`config.mk`:
```
export PLATFORM = sky130hd
export DESIGN_NAME = mem_ctrl_flat
export DESIGN_NICKNAME = d
export VERILOG_FILES = /design/src/rtl/mem_ctrl_if.sv /design/src/rtl/mem_ctrl.sv /design/src/flat_wrapper.sv
export SDC_FILE = /design/constraint.sdc
export NUM_CORES = 1
export LEC_CHECK = 0
export ABC_CLOCK_PERIOD_IN_PS = 6300
export BUFFER_PORTS_ARGS = -buffer_cell sky130_fd_sc_hd__buf_4
export CAP_MARGIN = 20
export CORE_MARGIN = 2
export CORE_UTILIZATION = 30
export DETAILED_ROUTE_END_ITERATION = 6
export PLACE_DENSITY = 0.6
export SLEW_MARGIN = 5
export SYNTH_ARGS = -nofsm -noshare
export SYNTH_HDL_FRONTEND = slang
export SYNTH_SLANG_ARGS = --single-unit
```
`constraint.sdc`:
```
create_clock -name clk_in -period 6.3 [get_ports clk_in]
set_input_delay 0.315 -clock clk_in [delete_from_list [all_inputs] [get_ports clk_in]]
set_output_delay 0.315 -clock clk_in [all_outputs]
set_load 0.005 [all_outputs]
```
`src/rtl/mem_ctrl_if.sv`:
```
// Bundles the fetch port, load/store port and byte-wide RAM bus of mem_ctrl.
// The slave modport is the controller's view; master is the CPU/RAM side.
interface mem_ctrl_if;
    logic        rdy_in;
    logic        if_req;
    logic [31:0] if_addr;
    logic        if_abort;
    logic [31:0] if_data;
    logic        if_done;
    logic        mem_req;
    logic        mem_we;
    logic [31:0] mem_addr;
    logic [2:0]  mem_len;
    logic [31:0] mem_wdata;
    logic [31:0] mem_rdata;
    logic        mem_done;
    logic        stall_req_if;
    logic        stall_req_mem;
    logic [7:0]  ram_din;
    logic [7:0]  ram_dout;
    logic [31:0] ram_a;
    logic        ram_wr;
    logic        io_buffer_full;

    modport slave (
        input  rdy_in, if_req, if_addr, if_abort,
        input  mem_req, mem_we, mem_addr, mem_len, mem_wdata,
        input  ram_din, io_buffer_full,
        output if_data, if_done, mem_rdata, mem_done,
        output stall_req_if, stall_req_mem,
        output ram_dout, ram_a, ram_wr
    );

    modport master (
        output rdy_in, if_req, if_addr, if_abort,
        output mem_req, mem_we, mem_addr, mem_len, mem_wdata,
        output ram_din, io_buffer_full,
        input  if_data, if_done, mem_rdata, mem_done,
        input  stall_req_if, stall_req_mem,
        input  ram_dout, ram_a, ram_wr
    );
endinterface

```
`src/rtl/mem_ctrl.sv`:
```
// Byte-serial memory controller arbitrating instruction fetch and load/store
// accesses onto a single byte-wide synchronous RAM port.
module mem_ctrl (
    input  logic         clk_in,
    input  logic         rst_in,
    mem_ctrl_if.slave    bus
);

    typedef enum logic [1:0] {IDLE, IF_READ, MEM_READ, MEM_WRITE} state_t;

    state_t      state_q, state_d;
    logic [2:0]  cnt_q, cnt_d;
    logic [2:0]  len_q, len_d;
    logic [31:0] base_q, base_d;
    logic [31:0] wdata_q, wdata_d;
    logic [31:0] rbuf_q, rbuf_d;
    logic [31:0] if_data_q, if_data_d;
    logic [31:0] mem_rdata_q, mem_rdata_d;
    logic        if_done_q, if_done_d;
    logic        mem_done_q, mem_done_d;
    logic        rdy_prev_q;
    logic [7:0]  din_hold_q;

    logic        is_read;
    logic        io_blocked;
    logic        issuing;
    logic        cap_en;
    logic [2:0]  cap_idx;
    logic [7:0]  byte_in;
    logic [31:0] merged;
    logic [2:0]  mem_len_eff;
    logic        mem_go;
    logic        if_go;
    logic [7:0]  wbyte;

    // The RAM keeps answering for the frozen address while rdy_in is low, so the
    // byte that belonged to the last active cycle is parked and replayed on resume.
    assign byte_in    = rdy_prev_q ? bus.ram_din : din_hold_q;

    assign is_read    = (state_q == IF_READ) || (state_q == MEM_READ);
    assign io_blocked = (base_q[17:16] == 2'b11) && bus.io_buffer_full;
    assign issuing    = (is_read && (cnt_q < len_q)) || (state_q == MEM_WRITE);
    assign cap_en     = is_read && bus.rdy_in && (cnt_q != 3'd0);
    assign cap_idx    = cnt_q - 3'd1;

    generate
        for (genvar gi = 0; gi < 4; gi++) begin : g_lane
            assign merged[8*gi +: 8] = (cap_en && (cap_idx == 3'(gi))) ? byte_in
                                                                        : rbuf_q[8*gi +: 8];
        end
    endgenerate

    always_comb begin
        case (bus.mem_len)
            3'd1:    mem_len_eff = 3'd1;
            3'd2:    mem_len_eff = 3'd2;
            default: mem_len_eff = 3'd4;
        endcase
    end

    always_comb begin
        case (cnt_q[1:0])
            2'd0:    wbyte = wdata_q[7:0];
            2'd1:    wbyte = wdata_q[15:8];
            2'd2:    wbyte = wdata_q[23:16];
            default: wbyte = wdata_q[31:24];
        endcase
    end

    // A requester whose done pulse is still visible is ignored to avoid re-acceptance.
    assign mem_go = bus.mem_req && !mem_done_q;
    assign if_go  = bus.if_req && !if_done_q && !bus.if_abort;

    always_comb begin
        state_d     = state_q;
        cnt_d       = cnt_q;
        len_d       = len_q;
        base_d      = base_q;
        wdata_d     = wdata_q;
        rbuf_d      = rbuf_q;
        if_data_d   = if_data_q;
        mem_rdata_d = mem_rdata_q;
        if_done_d   = if_done_q;
        mem_done_d  = mem_done_q;
        if (bus.rdy_in) begin
            if_done_d  = 1'b0;
            mem_done_d = 1'b0;
            rbuf_d     = merged;
            case (state_q)
                IDLE: begin
                    if (mem_go) begin
                        state_d = bus.mem_we ? MEM_WRITE : MEM_READ;
                        cnt_d   = 3'd0;
                        base_d  = bus.mem_addr;
                        len_d   = mem_len_eff;
                        wdata_d = bus.mem_wdata;
                        rbuf_d  = 32'd0;
                    end else if (if_go) begin
                        state_d = IF_READ;
                        cnt_d   = 3'd0;
                        base_d  = bus.if_addr;
                        len_d   = 3'd4;
                        rbuf_d  = 32'd0;
                    end
                end
                IF_READ, MEM_READ: begin
                    if ((state_q == IF_READ) && bus.if_abort) begin
                        state_d = IDLE;
                        cnt_d   = 3'd0;
                    end else if (cnt_q == len_q) begin
                        state_d = IDLE;
                        cnt_d   = 3'd0;
                        if (state_q == IF_READ) begin
                            if_data_d = merged;
                            if_done_d = 1'b1;
                        end else begin
                            mem_rdata_d = merged;
                            mem_done_d  = 1'b1;
                        end
                    end else begin
                        cnt_d = cnt_q + 3'd1;
                    end
                end
                MEM_WRITE: begin
                    if (!io_blocked) begin
                        if (cnt_q == len_q - 3'd1) begin
                            state_d    = IDLE;
                            cnt_d      = 3'd0;
                            mem_done_d = 1'b1;
                        end else begin
                            cnt_d = cnt_q + 3'd1;
                        end
                    end
                end
                default: state_d = IDLE;
            endcase
        end
    end

    always_ff @(posedge clk_in or posedge rst_in) begin
        if (rst_in) begin
            state_q     <= IDLE;
            cnt_q       <= 3'd0;
            len_q       <= 3'd0;
            base_q      <= 32'd0;
            wdata_q     <= 32'd0;
            rbuf_q      <= 32'd0;
            if_data_q   <= 32'd0;
            mem_rdata_q <= 32'd0;
            if_done_q   <= 1'b0;
            mem_done_q  <= 1'b0;
            rdy_prev_q  <= 1'b0;
            din_hold_q  <= 8'd0;
        end else begin
            state_q     <= state_d;
            cnt_q       <= cnt_d;
            len_q       <= len_d;
            base_q      <= base_d;
            wdata_q     <= wdata_d;
            rbuf_q      <= rbuf_d;
            if_data_q   <= if_data_d;
            mem_rdata_q <= mem_rdata_d;
            if_done_q   <= if_done_d;
            mem_done_q  <= mem_done_d;
            rdy_prev_q  <= bus.rdy_in;
            din_hold_q  <= byte_in;
        end
    end

    assign bus.ram_a         = issuing ? (base_q + {29'd0, cnt_q}) : 32'd0;
    assign bus.ram_wr        = (state_q == MEM_WRITE) && bus.rdy_in && !io_blocked;
    assign bus.ram_dout      = (state_q == MEM_WRITE) ? wbyte : 8'd0;
    assign bus.if_data       = if_data_q;
    assign bus.if_done       = if_done_q;
    assign bus.mem_rdata     = mem_rdata_q;
    assign bus.mem_done      = mem_done_q;
    assign bus.stall_req_if  = bus.if_req && !if_done_q;
    assign bus.stall_req_mem = bus.mem_req && !mem_done_q;

endmodule

```
`src/flat_wrapper.sv`:
```
// flat-port wrapper written by rule: the top's interface ports become plain ports
module mem_ctrl_flat 
  (clk_in, rst_in, bus_rdy_in, bus_if_req, bus_if_addr, bus_if_abort, bus_mem_req, bus_mem_we, bus_mem_addr, bus_mem_len, bus_mem_wdata, bus_ram_din, bus_io_buffer_full, bus_if_data, bus_if_done, bus_mem_rdata, bus_mem_done, bus_stall_req_if, bus_stall_req_mem, bus_ram_dout, bus_ram_a, bus_ram_wr);
  mem_ctrl_if bus_i ();
  input  logic clk_in;
  input  logic rst_in;
  input wire logic [$bits(bus_i.rdy_in)-1:0] bus_rdy_in;
  input wire logic [$bits(bus_i.if_req)-1:0] bus_if_req;
  input wire logic [$bits(bus_i.if_addr)-1:0] bus_if_addr;
  input wire logic [$bits(bus_i.if_abort)-1:0] bus_if_abort;
  input wire logic [$bits(bus_i.mem_req)-1:0] bus_mem_req;
  input wire logic [$bits(bus_i.mem_we)-1:0] bus_mem_we;
  input wire logic [$bits(bus_i.mem_addr)-1:0] bus_mem_addr;
  input wire logic [$bits(bus_i.mem_len)-1:0] bus_mem_len;
  input wire logic [$bits(bus_i.mem_wdata)-1:0] bus_mem_wdata;
  input wire logic [$bits(bus_i.ram_din)-1:0] bus_ram_din;
  input wire logic [$bits(bus_i.io_buffer_full)-1:0] bus_io_buffer_full;
  output wire logic [$bits(bus_i.if_data)-1:0] bus_if_data;
  output wire logic [$bits(bus_i.if_done)-1:0] bus_if_done;
  output wire logic [$bits(bus_i.mem_rdata)-1:0] bus_mem_rdata;
  output wire logic [$bits(bus_i.mem_done)-1:0] bus_mem_done;
  output wire logic [$bits(bus_i.stall_req_if)-1:0] bus_stall_req_if;
  output wire logic [$bits(bus_i.stall_req_mem)-1:0] bus_stall_req_mem;
  output wire logic [$bits(bus_i.ram_dout)-1:0] bus_ram_dout;
  output wire logic [$bits(bus_i.ram_a)-1:0] bus_ram_a;
  output wire logic [$bits(bus_i.ram_wr)-1:0] bus_ram_wr;
  assign bus_i.rdy_in = bus_rdy_in;
  assign bus_i.if_req = bus_if_req;
  assign bus_i.if_addr = bus_if_addr;
  assign bus_i.if_abort = bus_if_abort;
  assign bus_i.mem_req = bus_mem_req;
  assign bus_i.mem_we = bus_mem_we;
  assign bus_i.mem_addr = bus_mem_addr;
  assign bus_i.mem_len = bus_mem_len;
  assign bus_i.mem_wdata = bus_mem_wdata;
  assign bus_i.ram_din = bus_ram_din;
  assign bus_i.io_buffer_full = bus_io_buffer_full;
  assign bus_if_data = bus_i.if_data;
  assign bus_if_done = bus_i.if_done;
  assign bus_mem_rdata = bus_i.mem_rdata;
  assign bus_mem_done = bus_i.mem_done;
  assign bus_stall_req_if = bus_i.stall_req_if;
  assign bus_stall_req_mem = bus_i.stall_req_mem;
  assign bus_ram_dout = bus_i.ram_dout;
  assign bus_ram_a = bus_i.ram_a;
  assign bus_ram_wr = bus_i.ram_wr;
  mem_ctrl u_core (.clk_in(clk_in), .rst_in(rst_in), .bus(bus_i));
endmodule
```
Word-level counts from Yosys, hierarchy flattened
Index checks and enable logic that the tools add are counted.
{"block": "op_classes", "reduce_logical": 32, "shift": 0, "n_bitwise": 2, "eq_ne": 17, "mux": 41, "n_lt_le_gt_ge": 1, "multipliers": 0, "n_div": 0, "addsub": 4}
{"cell": "32-bit two-way mux", "count": 6}
{"cell": "8-bit two-way mux", "count": 6}
{"cell": "32-bit by 3-bit adder with 32-bit output", "count": 1}
{"cell": "3-bit two-way mux", "count": 8}
{"cell": "8-bit case mux with 3 select lines", "count": 1}
{"cell": "5-bit AND reduction", "count": 3}
{"cell": "1-bit logical AND", "count": 14}
{"cell": "2-bit two-way mux", "count": 6}
{"cell": "1-bit two-way mux", "count": 10}
{"cell": "3-bit by 2-bit == test with 1-bit output (second input constant)", "count": 3}
{"cell": "3-bit case mux with 3 select lines", "count": 1}
{"cell": "3-bit AND reduction", "count": 3}
{"cell": "2-bit == test (second input constant)", "count": 4}
{"cell": "3-bit by 1-bit == test with 1-bit output (second input constant)", "count": 2}
{"cell": "3-bit == test", "count": 2}
{"cell": "2-bit case mux with 3 select lines", "count": 1}
{"cell": "3-bit case mux with 2 select lines", "count": 1}
{"cell": "3-bit by 1-bit subtractor with 3-bit output (second input constant)", "count": 2}
{"cell": "2-bit by 1-bit == test with 1-bit output (second input constant)", "count": 2}
{"cell": "1-bit logical NOT", "count": 4}
{"cell": "2-bit logical NOT", "count": 2}
{"cell": "3-bit by 1-bit adder with 3-bit output (second input constant)", "count": 1}
{"cell": "3-bit logical NOT", "count": 1}
{"cell": "3-bit less-than comparator", "count": 1}
{"cell": "other kinds (10)", "count": 12}
{"block": "word_totals", "reg_bits": 179, "memories": 0, "romBits": 0, "ram_bits": 0, "out_inout_bits": 109, "wordCells": 109, "inputBits": 115, "latchBits": 0}

Logic depth before layout (Yosys ltp)
Gate-level depths: netlist of run 1.
{"block": "depth", "depth_word": 9, "depth_mapped": 8, "depth_no_buf": 7}

Worst setup path before layout of run 1
Ideal clock, no wire load.
{"block": "synth_timing", "kind": "reg-to-output", "startpoint": "register u_core.cnt_q[0]", "endpoint": "output port bus_ram_a[30]", "path_slack_ns": 3.679, "path_stages_with_launch": 9, "required_time_ns": 5.985, "n_path_buf": 1, "arrival_time_ns": 2.306, "cell_sequence": "dfrtp_1 > ha_1 > inv_1 > fa_1 > nor2b_1 > o21ai_0 > clkbuf_1 > or4_1 > a21oi_1"}
{"block": "synth_via", "elab_chain_len": 4, "word_cells_on_any_way": 5, "cone_classes": "add/sub (1); order compare (1); mux (1); reduce/logical (2)"}
{"item": "start: declaration", "line_no": "mem_ctrl.sv:12", "rtl": "logic [2:0] cnt_q, cnt_d;"}
{"item": "start signal: assignment", "line_no": "mem_ctrl.sv:156", "rtl": "cnt_q <= cnt_d;"}
{"item": "parallel branches: the longest is 3 deep, another holds 32-bit by 3-bit adder with 32-bit output"}
{"item": "32-bit two-way mux (*)", "line_no": "mem_ctrl.sv:170", "rtl": "assign bus.ram_a = issuing ? (base_q + {29'd0, cnt_q}) : 32'd0;"}
{"item": "end: declaration", "line_no": "flat_wrapper.sv:25", "rtl": "output wire logic [$bits(bus_i.ram_a)-1:0] bus_ram_a;"}
Every way passes the cells marked *.

Worst setup path in the final report of run 1
{"block": "layout_timing", "startpoint": "register u_core.cnt_q[1]", "endpoint": "output port bus_ram_a[28]"}
The elaborated chain is that of the path after synthesis.

==> results.py, run 1 <==
metrics = {
    "hold_path": {
        "hold_class": "primary input to asynchronous set/reset pin",
    },
    "timing": {
        "worst_pin_slew_ns": 0.8543,
        "clock.fmax_mhz": 285.1,
        "finalCriticalPeriod_ns": 3.507,
        "rsz0062_at_grt": "no",
        "slew_headroom": 0.4214,
        "clock-skew-final_ns": 0.01180,
        "setup_violations": 0,
        "holdWs_ns": 0.06921,
        "fin_crit_sh": 0.5567,
        "final_max_slew_viol_count": 0,
        "setup_tns_ns": 0,
        "hold_viol": 0,
    },
    "critical_path": {
        "cp.arrival_ns": 3.19,
        "path_buf_inv": 3,
        "crit_fanout": 14,
        "cpMostUsedCell": "buf_4",
        "path_cells": "inv_1, fa_1, nor2b_1, o21ai_0, buf_4, or4_1, a21oi_1, buf_4",
        "crit_type": "flop to output port",
        "ff2ff_path_depth": 7,
        "critical_path_required_ns": 5.98,
        "startpoint_type": "flop",
        "end_kind": "output port",
        "cp_top_family": "simple AND/OR/NAND/NOR gates",
        "r2r_start": "u_core.cnt_q[1]",
        "max_stage_delay_ns": 0.51,
        "reg2reg_to": "u_core.bus.if_data[2]",
        "slowest_stage": "dfrtp_1",
        "r2r_slack_ns": 3.55,
    },
    "synthesis": {
        "netlist_area_um2": 8666,
        "ys_types": 56,
        "ys_ff_latch": 179,
        "yosysTopAreaCell": "dfrtp_1",
        "synth_warnings": 0,
        "synthTopCellsByCount": "179 x dfrtp_1, 154 x nand2_1, 83 x o21ai_0",
        "synth_edf_count": 0,
        "yosysTopAreaCellShare": 0.5169,
        "synthCells": 871,
        "ys_seq_area_frac": 0.5169,
        "postSynthAreaPerCell_um2": 9.949,
        "synth_area_leaders": "dfrtp_1 52%, nand2_1 6.7%, mux2i_1 4.9%",
        "syn_nets": 1004,
        "async_reset_ff_frac": 1.000,
        "synth_most_common_cell": "dfrtp_1",
        "synthFlopType": "dfrtp_1",
    },
    "routing": {
        "wl_per_cell_um": 17.06,
        "routed_wl_um": 25080,
        "dr.pass1.iters": 5,
        "dr_total_vias": 7202,
        "drtAntennaViolNets": 0,
        "remaining_drc_errors": 0,
        "drt_first_iter_violations": 421,
        "avgViaCountPerCell": 4.899,
    },
    "cts": {
        "clockBufferDepth": 2,
        "post_cts_buffers": 0,
        "htree_levels": 4,
        "clk_pin_slew_ns": 0.07,
        "tritoncts": "built",
        "clk-insertion-delay-late_ns": 0.43,
        "cts_buffers": 17,
        "root_buffer": "clkbuf_16",
        "hold_buffers": 0,
        "post_cts_resized": 0,
        "cts.sinks": 179,
    },
    "layout": {
        "area_growth_pct": 30.80,
        "diodes": 0,
        "nets": 1206,
        "drive_above_1_share": 0.2836,
        "final_cells": 1470,
    },
    "outcome": {
        "status": "completed",
    },
    "flow_run": {
        "maxCapViolations": 0,
    },
    "floorplanning": {
        "ios": 224,
        "die-width_um": 174.0,
        "dieArea_um2": 30260,
        "die_y_um": 174.0,
        "num_rows": 62,
        "coreArea_um2": 28550,
        "start_util": 0.3036,
    },
    "place": {
        "place_inst": 1434,
        "dp_hpwl_um": 17830,
        "globalplace.congestion": 0.8331,
        "numPortBuffers": 223,
    },
    "power_and_ir_drop": {
        "p_leak_uw": 0.005072,
        "power_density_nw_per_um2": 376.0,
        "ir_drop_mv": 0.1429,
    },
    "grt": {
        "grt_pass1_vias": 7056,
        "grt_pass1_wl_um": 39930,
        "overflow": 0,
        "grt_max_degree": 95,
        "antenna_found_initial": 0,
        "track_usage": 0.1666,
    },
}
[how the worst max path moves through the flow]
| stage | startpoint | to | depth (start not counted) |
|---|---|---|---|
| final | u_core.cnt_q[1] | bus_ram_a[28] | 8 |
| after global placement | u_core.cnt_q[1] | u_core.rbuf_q[18] | 6 |
| after global routing | u_core.cnt_q[1] | bus_ram_a[22] | 8 |
| after detailed placement | u_core.cnt_q[1] | u_core.rbuf_q[21] | 6 |
| after CTS | u_core.cnt_q[1] | bus_ram_a[22] | 8 |
| after floorplan | rst_in | u_core.base_q[0] | 1 |
[metrics by stage]
stage / instance area (um2) / util / worst slack, ns / total power (uW)
floorplan: 8666 / - / 1.126 / 2509
global placement: 10690 / 0.3743 / 3.152 / 3194
detailed placement: 10690 / 0.3743 / 2.949 / 3210
CTS: 11280 / 0.3953 / 2.787 / 4299
global route: 11330 / 0.3970 / 2.515 / 4555
finish: 11330 / 0.3970 / 2.793 / 4261
[area by class of cell]
class	instances	area, um2
clock buffers	19	452.9
inverters	29	113.9
flip-flops and latches	179	4479
fillers	2872	17210
multi-input cells	610	3871
well taps	384	480.5
repair buffers	236	1792
clock inverters	13	145.1
[flip-flops by register name, indices dropped and copies added, names as in the netlist]
register              count
u_core.base_q            32
u_core.bus.if_data       32
u_core.bus.mem_rdata     32
u_core.rbuf_q            32
u_core.wdata_q           32
u_core.din_hold_q         8
u_core.cnt_q              3
u_core.len_q              3
u_core.state_q            2
u_core.bus.if_done        1
u_core.bus.mem_done       1
u_core.rdy_prev_q         1
[per-layer routing]
metal	track usage	part of all wire	vias to the layer above
met5	0	0	-
met4	0.04902	0.017	0
met3	0.03893	0.056	22
met2	0.2610	0.46	229
met1	0.2302	0.47	3439
li1	-	-	3512
[report_power, final]
part	internal (uW)	switching, uW	leakage, uW
Clock	581	490	0.000290
Sequential	1390	234	0.00231
Combinational	743	825	0.00247
Total	2710	1550	0.00507
[layout by cell type (no fill, tap or decap), types with 3 or more instances in the layout]
cell and instances:
buf_4 235, dfrtp_1 179, nand2_1 154, o21ai_0 83, nor2_1 47, mux2i_1 42
a31oi_1 32, mux2_2 32, o2bb2ai_1 32, inv_1 28, a21oi_1 26, nand3_1 18
ha_1 17, clkbuf_16 17, or4_1 15, o31ai_1 15, and2_1 9, a222oi_1 8
nand4_1 7, or3_1 7, xor2_1 7, xnor2_1 7, nor2b_1 5, inv_6 4
and4_1 3, and3_1 3, nand2b_1 3, nor4_1 3
[logic make-up (layout without fill, tap and decap cells)]
logic type	Yosys count	after routing	synth area share
XOR/XNOR	15	15	0.01689
buffers and inverters	82	297	0.03711
flip-flops	179	179	0.5169
AO/OA/AOI/OAI	219	219	0.1619
multiplexers	74	74	0.09010
AND/OR/NAND/NOR	284	284	0.1503
adder cells (fa/ha/maj)	18	18	0.02685
[worst register-to-register path, cell delays in order, from the launching register on]
cell and delay (ns):
dfrtp_1 0.51, inv_1 0.17, ha_1 0.39, or3_1 0.45, a21oi_1 0.39, buf_4 0.27
mux2i_1 0.31, o21ai_0 0.12
Power figures use the tool's default switching activity.
==> run 2, diff against run 1 <==
--- a/config.mk
+++ b/config.mk
@@ -5,13 +5,14 @@
 export SDC_FILE = /design/constraint.sdc
 export NUM_CORES = 1
 export LEC_CHECK = 0
-export ABC_CLOCK_PERIOD_IN_PS = 6300
+export ABC_AREA = 1
+export ABC_CLOCK_PERIOD_IN_PS = 3000
 export BUFFER_PORTS_ARGS = -buffer_cell sky130_fd_sc_hd__buf_4
 export CAP_MARGIN = 20
 export CORE_MARGIN = 2
 export CORE_UTILIZATION = 30
 export DETAILED_ROUTE_END_ITERATION = 6
-export PLACE_DENSITY = 0.6
+export PLACE_DENSITY = 0.61
 export SLEW_MARGIN = 5
 export SYNTH_ARGS = -nofsm -noshare
 export SYNTH_HDL_FRONTEND = slang
==> constraint.sdc (replaced) <==
create_clock -name clk_in -period 3 [get_ports clk_in]
set_input_delay 0.15 -clock clk_in [delete_from_list [all_inputs] [get_ports clk_in]]
set_output_delay 0.15 -clock clk_in [all_outputs]
set_load 0.005 [all_outputs]
==> run 2 against run 1 <==
Largest cell class unchanged. Highest routed layer unchanged. Clock skew increased by 0.0044 ns. Hold slack got worse by 0.049 ns. Cell count increased by 31%. Critical endpoint unchanged. Via count increased by 21%. Synthesized cell count increased by 44%.
==> results.py, run 2 <==
metrics = {
    "timing": {
        "hold_viol": 0,
        "clock-skew-final_ns": 0.01620,
        "final_max_slew_viol_count": 0,
        "setup_violations": 0,
        "finalCriticalPeriod_ns": 2.762,
        "holdWs_ns": 0.02061,
        "slew_headroom": 0.4890,
        "worst_pin_slew_ns": 0.7654,
        "clock.fmax_mhz": 362.1,
        "rsz0062_at_grt": "no",
        "setup_tns_ns": 0,
        "fin_crit_sh": 0.9206,
    },
    "routing": {
        "dr_total_vias": 8737,
        "routed_wl_um": 28370,
        "drtAntennaViolNets": 0,
        "remaining_drc_errors": 0,
        "avgViaCountPerCell": 4.541,
        "drt_first_iter_violations": 458,
        "dr.pass1.iters": 5,
        "wl_per_cell_um": 14.75,
    },
    "synthesis": {
        "synth_warnings": 0,
        "synth.area.mux_share": 0.04565,
        "synth_compound_area_frac": 0.07752,
        "synth_most_common_cell": "nand2_1",
        "ys_ff_latch": 179,
        "synth_edf_count": 0,
        "synth_top_family_by_area": "simple AND/OR/NAND/NOR gates",
        "ys_types": 38,
        "synth-simple-area-share": 0.3061,
        "netlist_area_um2": 9539,
        "async_reset_ff_frac": 1.000,
        "synthAdderAreaFrac": 0.02440,
        "post_synth_xor_area_fraction": 0.001836,
        "synth_area_leaders": "dfrtp_1 47%, nand2_1 20%, nand3_1 5.4%",
        "ys_seq_area_frac": 0.4696,
        "syn_nets": 1385,
        "synthFlopType": "dfrtp_1",
        "synthCells": 1252,
        "yosysTopAreaCell": "dfrtp_1",
        "synthTopCellsByCount": "503 x nand2_1, 179 x dfrtp_1, 115 x inv_1",
        "postSynthAreaPerCell_um2": 7.619,
        "yosysTopAreaCellShare": 0.4696,
    },
    "outcome": {
        "status": "completed",
    },
    "critical_path": {
        "end_kind": "output port",
        "crit_type": "flop to output port",
        "critical_path_required_ns": 2.85,
        "startpoint_type": "flop",
        "cp.arrival_ns": 2.61,
        "crit_fanout": 7,
    },
    "floorplanning": {
        "die_y_um": 182.3,
        "dieArea_um2": 33240,
        "start_util": 0.3039,
        "num_rows": 65,
        "ios": 224,
        "coreArea_um2": 31390,
        "die-width_um": 182.3,
    },
    "grt": {
        "grt_pass1_wl_um": 45090,
        "antenna_found_initial": 0,
        "grt_pass1_vias": 8456,
        "track_usage": 0.1710,
        "overflow": 0,
        "grt_max_degree": 82,
    },
    "cts": {
        "root_buffer": "clkbuf_16",
        "cts.sinks": 179,
        "tritoncts": "built",
        "clk_pin_slew_ns": 0.08,
        "clockBufferDepth": 2,
        "cts_buffers": 17,
        "clk-insertion-delay-late_ns": 0.43,
        "htree_levels": 4,
    },
    "layout": {
        "area_growth_pct": 32.61,
        "nets": 1641,
        "finalInstanceArea_um2": 12650,
        "final_cell_mix": "503 x nand2_1, 240 x buf_4, 178 x dfrtp_1",
        "fill_cells": 3302,
        "mostFrequentLayoutCell": "nand2_1",
        "drive_above_1_share": 0.2202,
    },
    "power_and_ir_drop": {
        "ir_drop_mv": 0.4055,
        "power_density_nw_per_um2": 731.9,
        "p_leak_uw": 0.006584,
    },
    "place": {
        "dp_hpwl_um": 20390,
        "numPortBuffers": 223,
        "globalplace.congestion": 0.8799,
        "placed_cell_area_um2": 11670,
    },
    "flow_run": {
        "maxCapViolations": 0,
    },
    "hold_path": {
        "hold_class": "primary input to flop",
    },
}
[run 2: cell type report]
class | count | area [um2] | area share
clock buffers | 17 | 425.4 | 0.03363
multi-input cells | 904 | 4348 | 0.3437
well taps | 402 | 503.0 | 0.03976
diodes | 1 | 2.502 | 0.0001978
clock inverters | 15 | 178.9 | 0.01414
flip-flops and latches | 179 | 4481 | 0.3542
inverters | 126 | 479.2 | 0.03788
repair buffers | 280 | 2232 | 0.1765
[run 2: final timing paths]
check / startpoint / depth (start not counted) / end / slack [ns]
max in group asynchronous: rst_in / 4 / u_core.wdata_q[1] / 1.83
min reg2reg: u_core.rbuf_q[0] / 2 / u_core.rbuf_q[0] / 0.48
max: u_core.cnt_q[0] / 11 / bus_ram_a[28] / 0.24
min in group asynchronous: rst_in / 3 / u_core.bus.if_data[29] / 0.35
min: bus_mem_addr[17] / 5 / u_core.base_q[17] / 0.02
max reg2reg: u_core.cnt_q[0] / 10 / u_core.bus.mem_rdata[5] / 0.84
[run 2: metrics by stage]
step	power, uW	cells	utilization	setup slack (ns)
floorplan	5500	1252	-	0.5554
global placement	6950	1854	0.3717	0.6619
detailed placement	6996	1854	0.3717	0.5949
CTS	9374	1923	0.4028	0.1234
global route	9918	1923	0.4029	0.02059
finish	9258	1924	0.4029	0.2381
[run 2: repair_timing]
item | in CTS | in global routing
hold endpoints to repair | 58 | 0
endpoints found under the setup margin | 0 | 2
resized for setup | 0 | 2
hold buffers | 37 | 0
buffers inserted | 0 | 0
[run 2: layer usage]
metal  vias up  track usage  wire length [um]
met2       213       0.2815             13370
met1      4027       0.2361             13530
met5         -            0                 0
met3        23      0.02594              1100
met4         0      0.04355               374
li1       4474            -                 -
[run 2: kinds of logic after synthesis]
logic type               count (synthesis)
XOR/XNOR                                 2
flip-flops                             179
multiplexers                            32
AO/OA/AOI/OAI                          137
buffers and inverters                  169
AND/OR/NAND/NOR                        715
adder cells (fa/ha/maj)                 18
[run 2: critical path: stages (launching register included)]
cell and delay [ns]:
dfrtp_2 0.44, ha_1 0.22, inv_1 0.06, fa_1 0.39, nor2_1 0.18, o21ai_0 0.20
nor2_2 0.27, nand2_1 0.08, nand2_1 0.06, nand2_1 0.05, nor2_1 0.09, buf_4 0.14
[run 2: report_power, final]
part | leakage [uW] | switching [uW] | total, uW | internal (uW)
clock | 0.000295 | 1140 | 2280 | 1140
combinational | 0.00395 | 1860 | 3410 | 1540
sequential | 0.00234 | 495 | 3570 | 3070
==> run 3, diff against run 2 <==
--- a/config.mk
+++ b/config.mk
@@ -9,9 +9,9 @@
 export ABC_CLOCK_PERIOD_IN_PS = 3000
 export BUFFER_PORTS_ARGS = -buffer_cell sky130_fd_sc_hd__buf_4
 export CAP_MARGIN = 20
-export CORE_MARGIN = 2
 export CORE_UTILIZATION = 30
 export DETAILED_ROUTE_END_ITERATION = 6
+export MAX_ROUTING_LAYER = met4
 export PLACE_DENSITY = 0.61
 export SLEW_MARGIN = 5
 export SYNTH_ARGS = -nofsm -noshare
==> run 3 against run 2 <==
Critical path depth fell by 2. Sequential share of layout area fell by 0.23 points. Sequential cell count did not move. Critical path type unchanged.
==> results.py, run 3 (same netlist as run 2, synthesis figures left out) <==
metrics = {
    "outcome": {
        "status": "completed",
    },
    "grt": {
        "grt_pass1_wl_um": 46630,
        "grt_max_degree": 66,
        "overflow": 0,
        "antenna_found_initial": 0,
        "grt_pass1_vias": 8793,
        "track_usage": 0.1855,
    },
    "critical_path": {
        "crit_type": "flop to output port",
        "r2r_slack_ns": 0.32,
        "critical_path_required_ns": 2.85,
        "ff2ff_path_depth": 8,
        "end_kind": "output port",
        "startpoint_type": "flop",
        "cp.arrival_ns": 2.69,
        "reg2reg_to": "u_core.len_q[1]",
        "r2r_start": "u_core.bus.mem_done",
        "crit_fanout": 9,
    },
    "routing": {
        "wl_per_cell_um": 14.96,
        "drt_first_iter_violations": 688,
        "remaining_drc_errors": 0,
        "dr.pass1.iters": 6,
        "drtAntennaViolNets": 0,
        "routed_wl_um": 28760,
        "dr_total_vias": 8934,
        "avgViaCountPerCell": 4.646,
    },
    "power_and_ir_drop": {
        "p_leak_uw": 0.006620,
        "ir_drop_mv": 0.3618,
        "power_density_nw_per_um2": 734.5,
        "power_uw": 9351,
    },
    "place": {
        "globalplace.congestion": 0.8897,
        "numPortBuffers": 223,
        "place_ws_ns": 0.5711,
        "dp_hpwl_um": 20590,
    },
    "layout": {
        "mostFrequentLayoutCell": "nand2_1",
        "multi_input_area_um2": 4348,
        "nets": 1647,
        "fill_cells": 3176,
        "final_cell_mix": "503 x nand2_1, 239 x buf_4, 178 x dfrtp_1",
        "diodes": 0,
        "area_growth_pct": 33.46,
        "seqCellArea_um2": 4481,
        "drive_above_1_share": 0.2194,
    },
    "hold_path": {
        "hold_start": "bus_mem_addr[17]",
        "min_to": "u_core.base_q[17]",
        "hold_class": "primary input to flop",
        "worstHoldPathCells": 5,
    },
    "timing": {
        "hold_viol": 0,
        "clock-skew-final_ns": 0.01624,
        "setup_tns_ns": 0,
        "worst_slack_ns": 0.1550,
        "setup_violations": 0,
        "fin_crit_sh": 0.9483,
        "clock.fmax_mhz": 351.5,
        "slew_headroom": 0.4131,
        "final_max_slew_viol_count": 0,
        "finalCriticalPeriod_ns": 2.845,
        "worst_pin_slew_ns": 0.8711,
        "rsz0062_at_grt": "no",
    },
    "cts": {
        "root_buffer": "clkbuf_16",
        "cts_buffers": 17,
        "clk_pin_slew_ns": 0.08,
        "clockBufferDepth": 2,
        "tritoncts": "built",
        "clk-insertion-delay-late_ns": 0.44,
        "cts.sinks": 179,
        "htree_levels": 4,
    },
    "floorplanning": {
        "die_y_um": 180.3,
        "dieArea_um2": 32510,
        "die-width_um": 180.3,
        "start_util": 0.3086,
        "coreArea_um2": 30910,
        "ios": 224,
        "num_rows": 64,
    },
    "flow_run": {
        "maxCapViolations": 0,
    },
}
run 3: stage by stage:
stage	cell area, um2	hold WS [ns]	util	cells
floorplan	9543	0.1814	-	1252
global placement	11670	0.1248	0.3774	1847
detailed placement	11670	0.1240	0.3774	1847
CTS	12720	0.0001646	0.4115	1922
global route	12730	0.02230	0.4119	1923
finish	12730	0.01145	0.4119	1923
run 3: layer usage:
layer  vias to the layer above  part of all wire  GRT usage
li1                       4494                 -          -
met1                      4142              0.48     0.2448
met2                       279              0.47     0.3002
met3                        19             0.044    0.02749
met4                         0            0.0096    0.04205
met5                         -                 0          -
run 3: worst max-delay path, stage by stage (launching register included):
cell,delay (ns)
dfrtp_1,0.51
inv_1,0.18
fa_1,0.46
nor2_1,0.19
o21ai_0,0.20
nor2_2,0.23
buf_4,0.15
xor2_1,0.14
nor2_1,0.05
buf_4,0.15
run 3: worst max path at each step:
stage / startpoint / end / slack [ns] / cells past startpoint
floorplan: rst_in / u_core.base_q[0] / 0.56 / 1
global placement: u_core.cnt_q[0] / bus_ram_a[28] / 0.61 / 11
detailed placement: u_core.cnt_q[0] / bus_ram_a[28] / 0.57 / 11
CTS: u_core.cnt_q[0] / bus_ram_a[28] / 0.08 / 11
global route: u_core.cnt_q[1] / bus_ram_a[12] / 0.01 / 9
finish: u_core.cnt_q[1] / bus_ram_a[12] / 0.16 / 9
run 3: layout make-up:
| class | count | area share |
|---|---|---|
| Inverter | 126 | 0.03764 |
| Timing Repair Buffer | 286 | 0.1810 |
| Clock inverter | 15 | 0.01553 |
| Tap cell | 396 | 0.03892 |
| Sequential cell | 179 | 0.3519 |
| Clock buffer | 17 | 0.03342 |
| Multi-Input combinational cell | 904 | 0.3415 |
run 3: power by group:
part           switching (uW)  total [uW]  internal, uW
Combinational            1870        3430          1560
Sequential                498        3570          3070
Clock                    1190        2340          1150
run 3: timing repair:
action                     4_1_cts  5_1_grt
hold buffers                    43        0
buffers inserted                 0        1
setup endpoints to repair        0        1
gates resized for setup          0        2
hold endpoints to repair        46        0
